[src/rtl/alu_seq_pkg.sv]
// alu_seq_pkg: shared constants for alu_seq_ctrl (default width, opcodes, external ALU encodings, FSM state enum)
package alu_seq_pkg;
    localparam int ALU_WIDTH = 16;
    localparam logic [2:0] OP_AND = 3'd0;
    localparam logic [2:0] OP_OR  = 3'd1;
    localparam logic [2:0] OP_ADD = 3'd2;
    localparam logic [2:0] OP_SUB = 3'd3;
    localparam logic [2:0] OP_SLT = 3'd4;
    localparam logic [2:0] OP_NOR = 3'd5;
    localparam logic [2:0] OP_MUL = 3'd6;
    localparam logic [2:0] OP_ILL = 3'd7;
    localparam logic [1:0] ALU_AND = 2'b00;
    localparam logic [1:0] ALU_OR  = 2'b01;
    localparam logic [1:0] ALU_ADD = 2'b10;
    typedef enum logic [1:0] {S_IDLE, S_EXEC, S_MUL, S_RESP} state_e;
endpackage

[src/rtl/alu_seq_ctrl_if.sv]
// alu_seq_ctrl_if: bundle of cmd_*/rsp_* handshake and alu_* drive/return; slave = controller view, master = host+ALU view
interface alu_seq_ctrl_if
    import alu_seq_pkg::*;
#(
    parameter int WIDTH = ALU_WIDTH
);
    logic             cmd_valid, cmd_ready;
    logic [2:0]       cmd_op;
    logic [WIDTH-1:0] cmd_a, cmd_b;
    logic             rsp_valid, rsp_ready;
    logic [WIDTH-1:0] rsp_data;
    logic             rsp_zero, rsp_carry, rsp_err;
    logic [WIDTH-1:0] alu_a, alu_b, alu_result;
    logic [1:0]       alu_op;
    logic             alu_ainvert, alu_bnegate, alu_carry;
    modport slave (
        input  cmd_valid, cmd_op, cmd_a, cmd_b, rsp_ready, alu_result, alu_carry,
        output cmd_ready, rsp_valid, rsp_data, rsp_zero, rsp_carry, rsp_err,
               alu_a, alu_b, alu_op, alu_ainvert, alu_bnegate
    );
    modport master (
        output cmd_valid, cmd_op, cmd_a, cmd_b, rsp_ready, alu_result, alu_carry,
        input  cmd_ready, rsp_valid, rsp_data, rsp_zero, rsp_carry, rsp_err,
               alu_a, alu_b, alu_op, alu_ainvert, alu_bnegate
    );
endinterface

[src/rtl/alu_seq_ctrl.sv]
// alu_seq_ctrl: sequences commands onto an external ALU (clk, sync active-low rst_n, bus = alu_seq_ctrl_if.slave); shift-add MUL only when ALU_SEQ_MUL_EN is defined
module alu_seq_ctrl
    import alu_seq_pkg::*;
#(
    parameter int WIDTH    = ALU_WIDTH,
    parameter int MUL_ITER = WIDTH
) (
    input logic           clk,
    input logic           rst_n,
    alu_seq_ctrl_if.slave bus
);
    localparam logic [1:0] IDLE = S_IDLE;
    localparam logic [1:0] EXEC = S_EXEC;
    localparam logic [1:0] RESP = S_RESP;
    logic [1:0]       state;
    logic [2:0]       op_q;
    logic [WIDTH-1:0] a_q, b_q, res_q;
    logic             carry_q, err_q, slt_bit;
`ifdef ALU_SEQ_MUL_EN
    localparam logic [1:0] MUL = S_MUL;
    localparam int CW = $clog2(MUL_ITER + 1);
    logic [CW-1:0] cnt;
    logic          lost;
`endif
    // signed less-than: sign of A-B corrected by two's-complement overflow
    assign slt_bit = bus.alu_result[WIDTH-1] ^ ((a_q[WIDTH-1] ^ b_q[WIDTH-1]) & (bus.alu_result[WIDTH-1] ^ a_q[WIDTH-1]));
    assign bus.cmd_ready = state == IDLE;
    assign bus.rsp_valid = state == RESP;
    assign bus.rsp_data  = res_q;
    assign bus.rsp_zero  = ~|res_q;
    assign bus.rsp_carry = carry_q;
    assign bus.rsp_err   = err_q;
    always_comb begin
        bus.alu_a       = '0;
        bus.alu_b       = '0;
        bus.alu_op      = ALU_AND;
        bus.alu_ainvert = 1'b0;
        bus.alu_bnegate = 1'b0;
        if (state == EXEC) begin
            bus.alu_a       = a_q;
            bus.alu_b       = b_q;
            bus.alu_op      = (op_q == OP_AND || op_q == OP_NOR) ? ALU_AND : (op_q == OP_OR) ? ALU_OR : ALU_ADD;
            bus.alu_ainvert = op_q == OP_NOR;
            bus.alu_bnegate = op_q == OP_SUB || op_q == OP_SLT || op_q == OP_NOR;
        end
`ifdef ALU_SEQ_MUL_EN
        if (state == MUL) begin
            bus.alu_a  = res_q;
            bus.alu_b  = a_q;
            bus.alu_op = ALU_ADD;
        end
`endif
    end
    always_ff @(posedge clk) begin
        if (!rst_n) begin
            state   <= IDLE;
            op_q    <= '0;
            a_q     <= '0;
            b_q     <= '0;
            res_q   <= '0;
            carry_q <= 1'b0;
            err_q   <= 1'b0;
`ifdef ALU_SEQ_MUL_EN
            cnt     <= '0;
            lost    <= 1'b0;
`endif
        end else begin
            case (state)
                IDLE: if (bus.cmd_valid) begin
                    op_q    <= bus.cmd_op;
                    a_q     <= bus.cmd_a;
                    b_q     <= bus.cmd_b;
                    res_q   <= '0;
                    carry_q <= 1'b0;
                    err_q   <= bus.cmd_op > OP_NOR;
                    state   <= (bus.cmd_op > OP_NOR) ? RESP : EXEC;
`ifdef ALU_SEQ_MUL_EN
                    cnt     <= '0;
                    lost    <= 1'b0;
                    if (bus.cmd_op == OP_MUL) begin
                        err_q <= 1'b0;
                        state <= MUL;
                    end
`endif
                end
                EXEC: begin
                    res_q   <= (op_q == OP_SLT) ? {{(WIDTH-1){1'b0}}, slt_bit} : bus.alu_result;
                    carry_q <= bus.alu_carry;
                    state   <= RESP;
                end
`ifdef ALU_SEQ_MUL_EN
                // lost remembers a set bit shifted out of the multiplicand; adding while it is set means the true product exceeds WIDTH
                MUL: begin
                    if (b_q[0]) begin
                        res_q   <= bus.alu_result;
                        carry_q <= carry_q | bus.alu_carry | lost;
                    end
                    lost  <= lost | a_q[WIDTH-1];
                    a_q   <= a_q << 1;
                    b_q   <= b_q >> 1;
                    cnt   <= cnt + CW'(1);
                    state <= (cnt == CW'(MUL_ITER - 1)) ? RESP : MUL;
                end
`endif
                RESP: if (bus.rsp_ready) state <= IDLE;
                default: state <= IDLE;
            endcase
        end
    end
endmodule

[src/flat_wrapper.sv]
// flat-port wrapper written by rule: the top's interface ports become plain ports
module alu_seq_ctrl_flat import alu_seq_pkg::*;
#(
    parameter int WIDTH    = ALU_WIDTH,
    parameter int MUL_ITER = WIDTH
)
  (clk, rst_n, bus_cmd_valid, bus_cmd_op, bus_cmd_a, bus_cmd_b, bus_rsp_ready, bus_alu_result, bus_alu_carry, bus_cmd_ready, bus_rsp_valid, bus_rsp_data, bus_rsp_zero, bus_rsp_carry, bus_rsp_err, bus_alu_a, bus_alu_b, bus_alu_op, bus_alu_ainvert, bus_alu_bnegate);
  alu_seq_ctrl_if #(.WIDTH(WIDTH)) bus_i ();
  input logic clk;
  input logic rst_n;
  input wire logic [$bits(bus_i.cmd_valid)-1:0] bus_cmd_valid;
  input wire logic [$bits(bus_i.cmd_op)-1:0] bus_cmd_op;
  input wire logic [$bits(bus_i.cmd_a)-1:0] bus_cmd_a;
  input wire logic [$bits(bus_i.cmd_b)-1:0] bus_cmd_b;
  input wire logic [$bits(bus_i.rsp_ready)-1:0] bus_rsp_ready;
  input wire logic [$bits(bus_i.alu_result)-1:0] bus_alu_result;
  input wire logic [$bits(bus_i.alu_carry)-1:0] bus_alu_carry;
  output wire logic [$bits(bus_i.cmd_ready)-1:0] bus_cmd_ready;
  output wire logic [$bits(bus_i.rsp_valid)-1:0] bus_rsp_valid;
  output wire logic [$bits(bus_i.rsp_data)-1:0] bus_rsp_data;
  output wire logic [$bits(bus_i.rsp_zero)-1:0] bus_rsp_zero;
  output wire logic [$bits(bus_i.rsp_carry)-1:0] bus_rsp_carry;
  output wire logic [$bits(bus_i.rsp_err)-1:0] bus_rsp_err;
  output wire logic [$bits(bus_i.alu_a)-1:0] bus_alu_a;
  output wire logic [$bits(bus_i.alu_b)-1:0] bus_alu_b;
  output wire logic [$bits(bus_i.alu_op)-1:0] bus_alu_op;
  output wire logic [$bits(bus_i.alu_ainvert)-1:0] bus_alu_ainvert;
  output wire logic [$bits(bus_i.alu_bnegate)-1:0] bus_alu_bnegate;
  assign bus_i.cmd_valid = bus_cmd_valid;
  assign bus_i.cmd_op = bus_cmd_op;
  assign bus_i.cmd_a = bus_cmd_a;
  assign bus_i.cmd_b = bus_cmd_b;
  assign bus_i.rsp_ready = bus_rsp_ready;
  assign bus_i.alu_result = bus_alu_result;
  assign bus_i.alu_carry = bus_alu_carry;
  assign bus_cmd_ready = bus_i.cmd_ready;
  assign bus_rsp_valid = bus_i.rsp_valid;
  assign bus_rsp_data = bus_i.rsp_data;
  assign bus_rsp_zero = bus_i.rsp_zero;
  assign bus_rsp_carry = bus_i.rsp_carry;
  assign bus_rsp_err = bus_i.rsp_err;
  assign bus_alu_a = bus_i.alu_a;
  assign bus_alu_b = bus_i.alu_b;
  assign bus_alu_op = bus_i.alu_op;
  assign bus_alu_ainvert = bus_i.alu_ainvert;
  assign bus_alu_bnegate = bus_i.alu_bnegate;
  alu_seq_ctrl #(.WIDTH(WIDTH), .MUL_ITER(MUL_ITER)) u_core (.clk(clk), .rst_n(rst_n), .bus(bus_i));
endmodule
[config.mk]
export PLATFORM = sky130hd
export DESIGN_NAME = alu_seq_ctrl_flat
export DESIGN_NICKNAME = d
export VERILOG_FILES = /design/src/rtl/alu_seq_pkg.sv /design/src/rtl/alu_seq_ctrl_if.sv /design/src/rtl/alu_seq_ctrl.sv /design/src/flat_wrapper.sv
export SDC_FILE = /design/constraint.sdc
export NUM_CORES = 1
export LEC_CHECK = 0
export ABC_AREA = 1
export CORE_MARGIN = 2
export CORE_UTILIZATION = 40
export CTS_CLUSTER_SIZE = 24
export DETAILED_ROUTE_END_ITERATION = 8
export HOLD_SLACK_MARGIN = 0.03
export PLACE_DENSITY = 0.79
export SLEW_MARGIN = 20
export SYNTH_ARGS = -nofsm -noshare
export SYNTH_HDL_FRONTEND = slang
export SYNTH_SLANG_ARGS = --single-unit
[constraint.sdc]
create_clock -name clk -period 1.3 [get_ports clk]
set_input_delay 0.26 -clock clk [delete_from_list [all_inputs] [get_ports clk]]
set_output_delay 0.26 -clock clk [all_outputs]
set_load 0.02 [all_outputs]
Word level (Yosys, flattened, before mapping)

Index checks and enable logic that the tools add are counted.

Add/subtract/negate cells: 0
$mul: 0
Divide/modulo/power cells: 0
$lt $le $gt $ge: 1
Equality and inequality tests: 8
Shift operators: 0
Multiplexer cells: 16
Bitwise logic cells: 4
Reductions and logical operators: 11

Operators by type and width:

| cell                                                  | number |
|---|---|
| 2-to-1 mux 16 bit                                     | 4 |
| case mux 16 bit (2 select lines)                      | 1 |
| OR reduction 16 bit                                   | 1 |
| 2-to-1 mux 2 bit                                      | 6 |
| equality test 3 bit (second input constant)           | 2 |
| case mux 2 bit (3 select lines)                       | 1 |
| AND reduction 2 bit                                   | 3 |
| != test 2 bit (second input constant)                 | 2 |
| equality test 3 x 1 -> 1 bit (second input constant)  | 1 |
| equality test 3 x 2 -> 1 bit (second input constant)  | 1 |
| greater-than comparator 3 bit (second input constant) | 1 |
| logical NOT 3 bit                                     | 1 |
| logical OR 1 bit                                      | 3 |
| 2-to-1 mux 1 bit                                      | 3 |
| bitwise XOR 1 bit                                     | 3 |
| equality test 2 x 1 -> 1 bit (second input constant)  | 1 |
| equality test 2 bit (second input constant)           | 1 |
| logical NOT 2 bit                                     | 1 |
| case mux 1 bit (2 select lines)                       | 1 |
| nonzero test 2 bit                                    | 1 |
| AND 1 bit                                             | 1 |
| logical NOT 1 bit                                     | 1 |

Flip-flop bits (word level): 55
Latch bits: 0
Bits in writable memories: 0
ROM bits: 0
Output and inout port bits: 57
Word-level logic and storage cells: 47
Memories: 0

Depth between registers and ports, before layout

Gate-level depths: netlist of the first run.

Depth after elaboration: 5
Mapped depth: 7
Mapped depth without buffers: 7

Least setup slack after synthesis of the first run

No wires, ideal clock.

Path kind: register -> output
Start: register u_core.state[0]
End: output bus_alu_op[0]
Arrival time: 1.280 ns
Slack: -0.240 ns
Cell stages (with the launch flop): 4
Cell sequence: dfxtp_1 > nand2_2 > buf_2 > nor4_1

Word-level cells in the longest chain between the ends: 2

Ends and longest elaborated chain:

| item                         | RTL line           | RTL |
|---|---|---|
| start: declaration           | alu_seq_ctrl.sv:15 | `logic [1:0] state;` |
| start signal: assignment     | alu_seq_ctrl.sv:76 | `state <= (bus.cmd_op > OP_NOR) ? RESP : EXEC;` |
| equality test 2 x 1 -> 1 bit | alu_seq_ctrl.sv:39 | `if (state == EXEC) begin` |
| 2-to-1 mux 2 bit             | alu_seq_ctrl.sv:39 |  |
| end: declaration             | flat_wrapper.sv:26 | `output wire logic [$bits(bus_i.alu_op)-1:0] bus_alu_op;` |

Every way passes these cells.

Final worst setup path of the first run

Start: register u_core.res_q[7], in the netlist u_core.bus.rsp_data[7]
End: output bus_rsp_zero

Word-level cells in the longest chain between the ends: 2

Ends and longest elaborated chain:

| item                     | RTL line           | RTL |
|---|---|---|
| start: declaration       | alu_seq_ctrl.sv:17 | `logic [WIDTH-1:0] a_q, b_q, res_q;` |
| start signal: assignment | alu_seq_ctrl.sv:87 | `res_q <= (op_q == OP_SLT) ? {{(WIDTH-1){1'b0}}, slt_bit} : bus.alu_result;` |
| OR reduction 16 bit      | alu_seq_ctrl.sv:30 | `assign bus.rsp_zero = ~\|res_q;` |
| logical NOT 1 bit        | alu_seq_ctrl.sv:30 |  |
| end: declaration         | flat_wrapper.sv:21 | `output wire logic [$bits(bus_i.rsp_zero)-1:0] bus_rsp_zero;` |

Every way passes these cells.

==> results of run 1 <==
[synth_stat cells, drive strengths merged]
library cell | count | area (µm²)
nor4 | 3 | 18.8
nand4 | 1 | 6.26
a211oi | 1 | 7.51
dfxtp | 55 | 1100
a21oi | 54 | 308
clkbuf | 8 | 31.3
inv | 43 | 161
nand3 | 6 | 30.0
buf | 10 | 62.6
nor2 | 49 | 213
nand2 | 42 | 193
o21ai | 36 | 180
[power breakdown]
part	internal (mW)	total [mW]	switching (mW)	leakage [nW]
combinational	0.915	1.91	0.996	1.43
clock	0.635	1.24	0.609	0.0618
sequential	1.85	1.94	0.0913	0.458
total	3.40	5.09	1.70	1.95
[critical path: stages (launching register included)]
cell     delay (ns)
dfxtp_2        0.34
nor4_2         0.29
nand2_1        0.08
nor2_1         0.11
buf_4          0.15
[layer usage]
layer	global-route usage, %	share of wire [%]	routed length [µm]	up-vias
met5	0	0	0	-
met2	39.6	52	5140	132
met1	24.8	37	3630	1347
met3	5.43	6.6	655	41
li1	-	-	-	1317
met4	8.47	4.4	434	0
[cell type report]
type	count	area, µm²	share of cell area (%)
clock buffers	6	82.6	1.77
repair buffers	173	1770	38.1
well taps	72	90.1	1.94
clock inverters	2	38.8	0.834
multi-input cells	194	1370	29.5
flip-flops and latches	55	1120	24.1
inverters	43	176	3.79
[cells by family (layout without fill, tap and decap cells)]
kind of cell	count (synthesis)	in the layout	synth area share, %
and+or+nand+nor	101	103	19.9
buffers and inverters	61	224	11.0
DFF	55	55	47.6
AOI/OAI and AO/OA	91	91	21.4
[sequential cells by signal (all words and copies together), names as in the netlist]
signal	flops
u_core.a_q	16
u_core.b_q	16
u_core.bus.rsp_carry	1
u_core.bus.rsp_data	16
u_core.bus.rsp_err	1
u_core.op_q	3
u_core.state	2
[per-stage QoR]
step	hold WS (ns)	cell area, µm²	TNS [ns]
6_report	0.477	4650	-11.99
5_1_grt	0.493	4650	-15.90
4_1_cts	0.458	4110	-6.27
3_5_place_dp	0.443	3840	-17.30
3_3_place_gp	0.439	3840	-14.70
2_1_floorplan	0.407	2320	-2.16
[path summary, 6_finish.rpt]
check,cells past startpoint,endpoint,slack [ns],from
max,4,bus_rsp_zero,-0.25,u_core.bus.rsp_data[7]
min,2,u_core.b_q[2],0.48,u_core.b_q[2]
max reg2reg,7,u_core.b_q[12],-0.16,u_core.state[1]
min reg2reg,2,u_core.b_q[2],0.48,u_core.b_q[2]
[what timing repair did]
| item | 4_1_cts | 5_1_grt |
|---|---|---|
| buffers inserted | 3 | 5 |
| gates resized for setup | 319 | 124 |
| gates cloned | 2 | 11 |
| pin swaps | 5 | 2 |
| endpoints found under the setup margin | 74 | 82 |
==> impl_metrics.toml, run 1 <==
[detailed_routing]
post-route-drc-count = 0
firstDrtPassIters = 4
num_vias = 2837
postRouteAntennaNets = 0
vias_per_cell = 5.21
drt-initial-drc-count = 155
wirelength_mm = 9.87
routedWlPerCell_um = 18.1

[pwr]
power_mw = 5.09
p_per_area_mw_per_mm2 = 1090
p_leak_nw = 1.95
vdd_drop_max_v = 0.000629

[worst_setup_path]
cp_max_fo = 2
crit_type = "reg -> out"
worstPathArrival_ns = 1.29
cp.required_ns = 1.04
crit_path_end_kind = "output port"
worst_setup_path_start_kind = "register"

[layout]
layout-drive-gt1-share_pct = 50.7
final_cells = 545
area_growth_pct = 101
final_common_cell = "clkdlybuf4s50_1"
antenna_cells = 0
nFillCells = 295
final_core_util_pct = 84.0
nets = 528
mostFrequentLayoutCells = "clkdlybuf4s50_1 (55), buf_4 (50), dfxtp_1 (46), inv_1 (37)"

[placed_design]
io_buffer_count = 112
hpwl_mm = 4.98
dp_worst_setup_slack_ns = -0.410
gp_congestion = 0.834
dp_cells = 517

[global_route]
grt_max_degree = 38
grt_pass1_wl_mm = 11.1
grt_overflow = 0
grt_pass1_vias = 2465
antenna_found_initial = 0
grtUsageTotal_pct = 22.0

[clock_network]
h-tree-depth = 2
hold_buffers = 0
clk_latency_ns = 0.32
cts_root_buffer = "clkbuf_8"
cts_tree = "yes"
numClockSinks = 55
clkTransAtPathRegs_ns = 0.10
cts_buffer_depth = 2
cts_buffers = 5

[run_status]
violations = "negative setup slack"
outcome = "complete, but fails checks"

[synth]
syn-cell-area_mm2 = 0.00231
yosysWarnings = 0
synth_cell_types = 23
ys_ff_latch = 55
syn_area_per_cell_um2 = 7.51
yosysSeqAreaShare_pct = 47.6
syn-instance-count = 308
synthesis.nets = 364

[timing]
slew_headroom_pct = 77.3
period_share_pct = 119
max_freq_mhz = 646
setup_violations = 93
tightest_slew_ns = 0.339
worst_slack_ns = -0.247
hold_viol = 0
rsz0062_at_grt = "yes"
clock-skew-final_ns = 0.00778
slew_violations = 0
finalCriticalPeriod_ns = 1.55

[job]
maxCapViolCount = 0

[floorplanning]
initial_core_util_pct = 41.7
core_mm2 = 0.00554
fp.dieW_um = 80.0
dieArea_mm2 = 0.00640
die_height_um = 80.0
row_count = 27
pin_count = 113

[worst_hold_path]
hp-class = "reg -> reg"
No activity file was read; power rests on OpenSTA's default activity.
==> run 2: changes to the inputs <==
Settings changed: CELL_PAD_IN_SITES_DETAIL_PLACEMENT from default to 1, CELL_PAD_IN_SITES_GLOBAL_PLACEMENT from default to 1, CORE_UTILIZATION 40 to 30, MAX_ROUTING_LAYER from default to met4, PLACE_DENSITY 0.79 to default, PLACE_DENSITY_LB_ADDON from default to 0.1.
Clock period 1.3 ns to 1.8 ns, I/O delays scaled along.
==> run 2 against run 1 <==
Compared with the run above:
- the run now ends clean
- total power decreased by 40%
- hold slack got worse by 0.020 ns
- clock skew about the same
- sequential cell count unchanged
- critical path depth decreased by 2
- core utilization decreased by 37 points
- sequential share of layout area increased by 7.0 points
- non-clock buffer count decreased by 47
- final cell count decreased by 3.5%
- setup slack improved by 0.30 ns
- critical path type unchanged
- largest cell class is now registers
==> impl_metrics.toml, run 2 (synthesis results as in run 1) <==
[run_status]
outcome = "finished clean"

[clock_network]
cts_tree = "yes"
cts_buffer_depth = 2
numClockSinks = 55
cts_buffers = 5
clkTransAtPathRegs_ns = 0.10
cts_root_buffer = "clkbuf_8"
h-tree-depth = 2
postCtsSetupRepairBufs = 0
clk_latency_ns = 0.31

[job]
maxCapViolCount = 0

[worst_setup_path]
worst_setup_path_start_kind = "register"
worstPathArrival_ns = 1.38
crit_path_end_kind = "output port"
crit_type = "reg -> out"
cp.required_ns = 1.44
cp_max_fo = 2

[placed_design]
io_buffer_count = 112
gp_congestion = 0.738
dp_cells = 518
hpwl_mm = 5.08

[timing]
fin_tns_setup_ns = 0
hold_viol = 0
slew_violations = 0
slew_headroom_pct = 53.0
period_share_pct = 96.9
clock-skew-final_ns = 0.00821
finalCriticalPeriod_ns = 1.74
tightest_slew_ns = 0.704
rsz0062_at_grt = "no"
max_freq_mhz = 573
setup_violations = 0

[floorplanning]
fp.dieW_um = 91.8
die_height_um = 91.8
core_mm2 = 0.00761
row_count = 32
pin_count = 113
initial_core_util_pct = 30.4
dieArea_mm2 = 0.00843

[layout]
final_cells = 526
final_common_cell = "clkdlybuf4s50_1"
antenna_cells = 0
area_growth_pct = 53.4
nFillCells = 962
layout-drive-gt1-share_pct = 20.8
nets = 479
mostFrequentLayoutCells = "clkdlybuf4s50_1 (72), dfxtp_1 (54), nor2_1 (45), a21oi_1 (44), inv_1 (41)"

[detailed_routing]
wirelength_mm = 6.80
drt-initial-drc-count = 41
vias_per_cell = 4.54
postRouteAntennaNets = 0
post-route-drc-count = 0
routedWlPerCell_um = 12.9
firstDrtPassIters = 4
num_vias = 2389

[global_route]
grtUsageTotal_pct = 16.7
grt_pass1_vias = 2415
grt_util_met2_pct = 28.1
grt_overflow = 0
antenna_found_initial = 0
grtUsageMet3_pct = 3.62
grtUsageMet1_pct = 20.9
grt.busiest_layer = "met2"
grt_pass1_wl_mm = 11.2
grt_max_degree = 53

[pwr]
p_leak_nw = 1.48
p_per_area_mw_per_mm2 = 857
power_mw = 3.04
vdd_drop_max_v = 0.000368

[worst_hold_path]
hp-class = "reg -> reg"
[run 2: stage by stage]
stage                     utilization [%]  worst slack [ns]  instance area (µm²)  hold slack, ns
after floorplan                         -             0.160                 2310           0.430
after CTS                            48.6         0.0000185                 3700           0.461
final                                46.6            0.0559                 3550           0.458
after detailed placement             47.3            0.0278                 3600           0.445
after global placement               47.3            0.0230                 3600           0.438
after global routing                 46.6          0.000778                 3550           0.472
[run 2: per-layer routing]
layer,vias up,wire length (µm)
met5,-,0
met4,0,48
met3,5,346
met2,66,3280
met1,1113,3130
li1,1205,-
[run 2: power breakdown]
group | leakage (nW) | internal, mW | switching [mW]
clock network | 0.0618 | 0.458 | 0.406
registers | 0.454 | 1.33 | 0.0501
logic | 0.967 | 0.348 | 0.448
total | 1.48 | 2.14 | 0.904
[run 2: path summary, 6_finish.rpt]
check	slack, ns	endpoint	from	cells past startpoint
setup reg to reg	0.36	u_core.state[1]	u_core.state[1]	8
setup / recovery	0.06	bus_rsp_data[12]	u_core.bus.rsp_data[12]	2
hold reg to reg	0.46	u_core.a_q[1]	u_core.a_q[1]	2
hold / removal	0.46	u_core.a_q[1]	u_core.a_q[1]	2
[run 2: layout make-up]
cell class	count	area, µm²	share of cell area (%)
clock buffer	6	82.6	2.33
clock inverter	2	38.8	1.09
inverter	43	161	4.55
multi-input combinational	192	962	27.1
sequential	55	1100	31.1
tap	102	128	3.60
timing repair buffer	126	1070	30.2
[run 2: worst max-delay path, stage by stage, from the launching register on]
cell and delay, ns:
dfxtp_1 0.36, buf_4 0.12, clkdlybuf4s50_1 0.60
[run 2: timing repair]
item | 4_1_cts | 5_1_grt
endpoints found under the setup margin | 39 | 38
pin swaps | 0 | 1
resized for setup | 57 | 63
hold buffers | 0 | 0
cloned | 0 | 0
==> run 3: changes to the inputs <==
Settings changed: CELL_PAD_IN_SITES_DETAIL_PLACEMENT 1 to 0.
==> run 3 against run 2 <==
Compared with the run above:
- fmax up 0.31%
- die area unchanged
- wire length down 9.2%
- highest routed layer unchanged
==> impl_metrics.toml, run 3 (synthesis results as in run 1) <==
[run_status]
outcome = "finished clean"

[clock_network]
cts_buffer_depth = 2
clkTransAtPathRegs_ns = 0.09
h-tree-depth = 2
postCtsSetupRepairBufs = 0
clk_latency_ns = 0.30
cts_root_buffer = "clkbuf_8"
cts_tree = "yes"
cts_buffers = 5
numClockSinks = 55
hold_buffers = 0

[pwr]
vdd_drop_max_v = 0.000327
p_per_area_mw_per_mm2 = 798
p_leak_nw = 1.48

[detailed_routing]
vias_per_cell = 4.35
routedWlPerCell_um = 11.7
firstDrtPassIters = 4
postRouteAntennaNets = 0
post-route-drc-count = 0
drt-initial-drc-count = 39
wirelength_mm = 6.17
num_vias = 2289

[worst_setup_path]
cp_max_fo = 2
crit_path_end_kind = "output port"
cp.required_ns = 1.44
crit_chain = "buf_4 > clkdlybuf4s50_1"
cp_top_family = "buffers and inverters"
cp_slowest_cell = "clkdlybuf4s50_1"
crit_type = "reg -> out"
cp_num_buf_inv = 2
max_stage_delay_ns = 0.59
worstPathArrival_ns = 1.38
worst_setup_path_start_kind = "register"

[timing]
period_share_pct = 96.6
slew_headroom_pct = 50.7
finalCriticalPeriod_ns = 1.74
tightest_slew_ns = 0.738
slew_violations = 0
hold_viol = 0
setup_violations = 0
max_freq_mhz = 575
worst_slack_ns = 0.0613
clock-skew-final_ns = 0.00630
rsz0062_at_grt = "no"
fin_tns_setup_ns = 0

[layout]
antenna_cells = 0
area_growth_pct = 52.8
final_common_cell = "clkdlybuf4s50_1"
mostFrequentLayoutCells = "clkdlybuf4s50_1 (71), dfxtp_1 (55), nor2_1 (45), a21oi_1 (44), inv_1 (41)"
layout-drive-gt1-share_pct = 19.1
nets = 479
final_core_util_pct = 46.4

[worst_hold_path]
hp-class = "reg -> reg"

[floorplanning]
dieArea_mm2 = 0.00843
die_height_um = 91.8
row_count = 32
initial_core_util_pct = 30.4
fp.dieW_um = 91.8
pin_count = 113
core_mm2 = 0.00761

[placed_design]
io_buffer_count = 112
dp_worst_setup_slack_ns = 0.0402
hpwl_mm = 4.56
gp_congestion = 0.738

[global_route]
grt_max_degree = 53
grt_pass1_vias = 2137
antenna_found_initial = 0
grt_overflow = 0
grtUsageTotal_pct = 15.0
grt_pass1_wl_mm = 9.96

[job]
maxCapViolCount = 0
## run 3: report_power, final
| group | internal [mW] | switching [mW] |
|---|---|---|
| combinational | 0.345 | 0.439 |
| clock | 0.273 | 0.384 |
| sequential | 1.33 | 0.0478 |
| total | 1.95 | 0.871 |
## run 3: final cells by class
| cell class | instances | area [µm²] |
|---|---|---|
| clock buffers | 6 | 72.6 |
| clock inverters | 2 | 12.5 |
| fillers | 823 | 4070 |
| inverters | 43 | 161 |
| multi-input cells | 192 | 962 |
| flip-flops and latches | 55 | 1100 |
| well taps | 102 | 128 |
| repair buffers | 126 | 1100 |
## run 3: final timing paths
path / startpoint / end / slack [ns] / cells past startpoint
max reg2reg: u_core.state[1] / u_core.state[1] / 0.37 / 8
max: u_core.bus.rsp_data[8] / bus_rsp_data[8] / 0.06 / 2
min reg2reg: u_core.b_q[6] / u_core.b_q[6] / 0.45 / 2
min: u_core.b_q[6] / u_core.b_q[6] / 0.45 / 2
## run 3: stage by stage
| step | hold WS, ns | instances | area [µm²] | power (mW) |
|---|---|---|---|---|
| after CTS | 0.458 | 526 | 3640 | 2.89 |
| after floorplan | 0.430 | 308 | 2310 | 1.86 |
| after global placement | 0.438 | 518 | 3600 | 2.24 |
| after detailed placement | 0.443 | 518 | 3600 | 2.25 |
| final | 0.454 | 526 | 3530 | 2.82 |
| after global routing | 0.480 | 526 | 3530 | 3.01 |
## run 3: layer usage
metal	global-route usage, %	up-vias	routed length [µm]
met2	24.1	65	2810
met1	18.9	1015	2910
met3	3.78	5	396
met4	3.73	0	57
met5	-	-	0
li1	-	1204	-
## run 3: what timing repair did
| action | CTS | global route |
|---|---|---|
| gates resized for setup | 42 | 68 |
| pin swaps | 0 | 1 |
| endpoints found under the setup margin | 39 | 35 |
| cloned | 0 | 0 |
## run 3: worst min-delay path: stages (launching register included)
cell	delay, ns
dfxtp_1	0.31
inv_1	0.06
a21oi_1	0.05
